## src/rtl/writeback.sv

```systemverilog
// Retire stage: latches one execute result, then commits opnd0, opnd1 and EFLAGS in order.
// Owns the architectural EFLAGS register and the retired-instruction counter.
module writeback #(
    parameter logic [31:0] EFLAGS_RESET = 32'h0000_0002,
    parameter int unsigned CNT_W        = 32
) (
    input  logic             clk,
    input  logic             rst,
    input  logic             in_valid,
    output logic             in_ready,
    input  logic [31:0]      opnd0_w,
    input  logic [31:0]      opnd1_w,
    input  logic [31:0]      eflags_in,
    input  logic             eflags_wr,
    input  logic [1:0]       dst0_kind,
    input  logic [2:0]       dst0_reg,
    input  logic [31:0]      dst0_addr,
    input  logic [1:0]       dst1_kind,
    input  logic [2:0]       dst1_reg,
    input  logic [31:0]      dst1_addr,
    input  logic [1:0]       opsize,
    output logic             reg_wr_en,
    output logic [2:0]       reg_wr_idx,
    output logic [31:0]      reg_wr_data,
    output logic [3:0]       reg_wr_mask,
    output logic             mem_wr_req,
    output logic [31:0]      mem_wr_addr,
    output logic [31:0]      mem_wr_data,
    output logic [3:0]       mem_wr_mask,
    input  logic             mem_wr_ack,
    output logic [31:0]      eflags,
    output logic             retire,
    output logic [CNT_W-1:0] retired_count
);

    typedef enum logic [1:0] {IDLE, WR0, WR1, RET} state_t;

    localparam logic [1:0] K_REG = 2'b01;
    localparam logic [1:0] K_MEM = 2'b10;

    state_t           state_q, state_d;
    logic [31:0]      opnd0_q, opnd1_q, addr0_q, addr1_q, efl_in_q;
    logic [1:0]       kind0_q, kind1_q, opsize_q;
    logic [2:0]       reg0_q, reg1_q;
    logic             efl_wr_q;
    logic [31:0]      eflags_q;
    logic [CNT_W-1:0] cnt_q;

    logic [1:0]       cur_kind;
    logic [2:0]       cur_reg;
    logic [31:0]      cur_addr, cur_data, data_lane;
    logic [3:0]       size_mask;
    logic             high_byte, active;

    always_ff @(posedge clk or posedge rst) begin
        if (rst) begin
            state_q  <= IDLE;
            opnd0_q  <= '0;
            opnd1_q  <= '0;
            addr0_q  <= '0;
            addr1_q  <= '0;
            efl_in_q <= '0;
            kind0_q  <= '0;
            kind1_q  <= '0;
            opsize_q <= '0;
            reg0_q   <= '0;
            reg1_q   <= '0;
            efl_wr_q <= 1'b0;
            eflags_q <= EFLAGS_RESET;
            cnt_q    <= '0;
        end else begin
            state_q <= state_d;
            if (state_q == IDLE && in_valid) begin
                opnd0_q  <= opnd0_w;
                opnd1_q  <= opnd1_w;
                addr0_q  <= dst0_addr;
                addr1_q  <= dst1_addr;
                efl_in_q <= eflags_in;
                kind0_q  <= dst0_kind;
                kind1_q  <= dst1_kind;
                opsize_q <= opsize;
                reg0_q   <= dst0_reg;
                reg1_q   <= dst1_reg;
                efl_wr_q <= eflags_wr;
            end
            if (state_q == RET) begin
                if (efl_wr_q) eflags_q <= efl_in_q;
                cnt_q <= cnt_q + CNT_W'(1);
            end
        end
    end

    // Write port fields come from whichever destination the FSM is currently committing.
    always_comb begin
        cur_kind  = kind0_q;
        cur_reg   = reg0_q;
        cur_addr  = addr0_q;
        cur_data  = opnd0_q;
        if (state_q == WR1) begin
            cur_kind = kind1_q;
            cur_reg  = reg1_q;
            cur_addr = addr1_q;
            cur_data = opnd1_q;
        end

        size_mask = 4'b1111;
        if (opsize_q == 2'b00)      size_mask = 4'b0001;
        else if (opsize_q == 2'b01) size_mask = 4'b0011;
        data_lane = cur_data & {{8{size_mask[3]}}, {8{size_mask[2]}},
                                {8{size_mask[1]}}, {8{size_mask[0]}}};

        // 8-bit indices 4-7 name AH/CH/DH/BH: byte 1 of GPR 0-3.
        high_byte   = (opsize_q == 2'b00) && cur_reg[2];
        reg_wr_idx  = high_byte ? {1'b0, cur_reg[1:0]} : cur_reg;
        reg_wr_mask = high_byte ? 4'b0010 : size_mask;
        reg_wr_data = high_byte ? {16'h0000, cur_data[7:0], 8'h00} : data_lane;

        mem_wr_addr = cur_addr;
        mem_wr_data = data_lane;
        mem_wr_mask = size_mask;

        active      = (state_q == WR0) || (state_q == WR1);
        reg_wr_en   = active && (cur_kind == K_REG);
        mem_wr_req  = active && (cur_kind == K_MEM);
    end

    always_comb begin
        state_d = state_q;
        case (state_q)
            IDLE: if (in_valid) state_d = WR0;
            WR0:  if (!(mem_wr_req && !mem_wr_ack)) state_d = WR1;
            WR1:  if (!(mem_wr_req && !mem_wr_ack)) state_d = RET;
            RET:  state_d = IDLE;
            default: state_d = IDLE;
        endcase
    end

    assign in_ready      = (state_q == IDLE);
    assign retire        = (state_q == RET);
    assign eflags        = eflags_q;
    assign retired_count = cnt_q;

endmodule

```

## config.mk

```make
export PLATFORM = sky130hd
export DESIGN_NAME = writeback
export DESIGN_NICKNAME = d
export VERILOG_FILES = /design/src/rtl/writeback.sv
export SDC_FILE = /design/constraint.sdc
export NUM_CORES = 1
export LEC_CHECK = 0
export ABC_AREA = 1
export CAP_MARGIN = 20
export CORE_UTILIZATION = 50
export DETAILED_ROUTE_END_ITERATION = 16
export GPL_TIMING_DRIVEN = 1
export PLACE_DENSITY = 0.87
export SKIP_LAST_GASP = 1
export SLEW_MARGIN = 20
export SYNTH_ARGS = -nofsm -noshare
export SYNTH_HDL_FRONTEND = slang
export SYNTH_SLANG_ARGS = --single-unit
```

## constraint.sdc

```tcl
create_clock -name clk -period 13.1 [get_ports clk]
set_clock_uncertainty 0.15 [all_clocks]
set_input_delay 1.965 -clock clk [delete_from_list [all_inputs] [get_ports clk]]
set_output_delay 1.965 -clock clk [all_outputs]
set_load 0.1 [all_outputs]
```

==> qor.yml <==
outcome:
  status: "finished, final reports clean"
sta:
  setup_violations: 0
  tightest_slew_ps: 1085
  period_minus_slack_ps: 6039
  grt_setup_unrepaired: "false"
  fmax_mhz: 165.6
  slew_headroom_pct: 27.44
  setup_slack_ps: 7061
  hold_viol: 0
  slew_violations: 0
  tns_ps: 0
  period_share_pct: 46.10
clock_network:
  clockRootBuffer: "clkbuf_16"
  hold_buffers: 0
  clock_sinks: 239
  cts_resized: 0
  htree_levels: 1
  cts_buffers: 26
  path_clk_slew_ps: 60
  cts_tree: "built"
  clockBufferDepth: 3
  post-cts-setup-buffers: 0
  clk_latency_ps: 520
global_routing:
  grt_max_degree: 136
  grt_pass1_vias: 8909
  grt_usage_pct: 26.63
  use_met2_pct: 46.96
  busiest_layer: "met2"
  grt_antenna_before_repair: 2
  grt_pass1_wl_um: 45660
  grtUsageMet3_pct: 8.117
  gr-usage-met1_pct: 30.25
  grt_overflow: 0
yosys:
  synth_area_um2: 10630
  synth_top_area_share_pct: 56.03
  synthCells: 1048
  avgSynthCellArea_um2: 10.14
  yosysWarnings: 0
  ys_seq_elements: 239
  synthDominantAreaCellType: "dfrtp_1"
  synth_edf_count: 0
  synth-main-ff-cell: "dfrtp_1"
  synthDistinctLibCells: 30
  ys_seq_area_share_pct: 56.27
  async_flop_share_pct: 100.0
  syn_nets: 1230
  yosys-top-cells-area: "dfrtp_1 56%, mux2_2 15%, nand2_1 5.3%"
hold_path:
  worstHoldPathType: "reg2reg"
  whs_path_depth: 2
route:
  routedWlPerCell_um: 17.43
  ant_nets: 0
  totalWireLength_um: 29010
  drtIter0Drc: 394
  via_per_inst: 5.136
  firstDrtPassIters: 5
  drc: 0
  vias: 8546
layout:
  areaGrowthSynthToFinish_pct: 42.50
  fin_cells: 1664
  nets: 1561
  drive_gt1_share_pct: 14.87
critical_path:
  critical_path.startpoint_type: "flop"
  worstPathArrival_ps: 3920
  crit_cells: 8
  critPathKind: "reg2out"
  path_cells: "inv_1 > ha_4 > buf_16 > inv_2 > or2_2 > o21ai_0 > o21bai_1 > clkdlybuf4s50_1"
  cp_top_family: "buffers and inverters"
  cp-end-kind: "output port"
  required_ps: 10980
  slowest_delay_ps: 1150
  rr_worst_depth: 5
  cpMaxStageDelayCell: "clkdlybuf4s50_1"
  critical_path_buf_inv_count: 4
  critPathMaxFanout: 82
placed_design:
  io_buffers: 350
  place_ws_ps: 7225
  dp_hpwl_um: 20390
  dp_cells: 1620
  globalplace.congestion: 0.9147
floorplan:
  dieArea_um2: 21850
  start_util_pct: 51.70
  dieHeight_um: 147.8
  die_w_um: 147.8
  std_cell_rows: 52
  coreArea_um2: 20560
  io_pins: 352
job:
  maxCapViolCount: 0
==> state kept, by name, indices dropped and copies added (netlist names), 32 cells and up <==
| name | cells |
|---|---|
| eflags | 32 |
| addr0_q | 32 |
| efl_in_q | 32 |
| addr1_q | 32 |
| opnd0_q | 32 |
| retired_count | 32 |
| opnd1_q | 32 |
==> worst min-delay path: stages, from the launching register on <==
cell and delay (ps):
dfrtp_1 340, nand2_1 50, o21ai_0 50
==> metrics by stage <==
stage | area, µm² | hold slack, ps | util, %
global placement | 14270 | 314.8 | 69.41
CTS | 15110 | 340.4 | 73.50
detailed placement | 14270 | 325.0 | 69.41
floorplan | 10630 | 321.4 | -
finish | 15150 | 333.5 | 73.68
global route | 15150 | 368.0 | 73.68
==> path summary, 6_finish.rpt <==
path | startpoint | to | slack (ps)
max | state_q[0] | reg_wr_data[13] | 7060
min | eflags[5] | eflags[5] | 330
max reg2reg | state_q[0] | opnd0_q[24] | 9900
min reg2reg | eflags[5] | eflags[5] | 330
max in group asynchronous | rst | addr1_q[14] | 9040
min in group asynchronous | rst | eflags[19] | 1780
==> final cells by class <==
| type | instances | area, µm² |
|---|---|---|
| sequential | 239 | 5982 |
| fill | 1442 | 5411 |
| multi-input combinational | 656 | 4035 |
| timing repair buffer | 354 | 3557 |
| clock buffer | 39 | 780.7 |
| inverter | 102 | 390.4 |
| tap | 270 | 337.8 |
| clock inverter | 2 | 60.06 |
| antenna | 2 | 5.005 |
==> routing by layer <==
layer / part of all wire, % / up-vias
li1: - / 4040
met1: 37 / 4112
met2: 50 / 330
met5: 0 / -
met4: 3.4 / 0
met3: 9.1 / 64
==> cells in the mapped netlist, types with 4 or more instances <==
master / count
or2_2: 7
a21oi_1: 56
nand4_1: 8
buf_4: 8
xor2_1: 10
inv_1: 100
clkbuf_1: 15
o21bai_1: 6
nand3_1: 21
nor3_1: 4
nor2_1: 140
nand3b_1: 5
nand2_1: 149
o21ai_0: 76
nor2_4: 4
mux2_2: 141
dfrtp_1: 238
xnor2_1: 7
ha_1: 5
nand2_2: 6
buf_2: 28
==> kinds of logic (layout without fill, tap and decap cells) <==
group,Yosys count,in the layout,synth area share (%)
AND/OR/NAND/NOR,350,350,13.89
other,1,3,0.03528
multiplexers,141,141,14.94
buffers and inverters,153,497,6.015
flip-flops,239,239,56.27
AO/OA/AOI/OAI,142,142,6.862
adder cells (fa/ha/maj),5,5,0.5885
XOR/XNOR,17,17,1.401
==> placed cells by master (no fill, tap or decap), types with 2 or more instances in the layout <==
cell type / netlist / routed
clkbuf_1: 15 / 6
bufinv_16: 0 / 2
ha_1: 5 / 4
o21bai_1: 6 / 6
a21oi_1: 56 / 56
diode_2: 0 / 2
buf_4: 8 / 2
nand3b_1: 5 / 5
o22ai_1: 3 / 3
clkbuf_8: 0 / 6
nor2_1: 140 / 140
clkdlybuf4s50_1: 0 / 350
nand2_1: 149 / 149
nor2_2: 3 / 3
nand4_1: 8 / 8
xor2_1: 10 / 10
nand3_1: 21 / 21
nor2_4: 4 / 4
clkbuf_16: 0 / 27
nor3_1: 4 / 4
o21ai_0: 76 / 76
inv_1: 100 / 99
inv_2: 2 / 2
dfrtp_1: 238 / 238
mux2_2: 141 / 141
xnor2_1: 7 / 7
nand2_2: 6 / 5
or2_2: 7 / 7
Power is not shown: default switching activity piles up to over one toggle a cycle in this logic, so the estimate is an artifact.
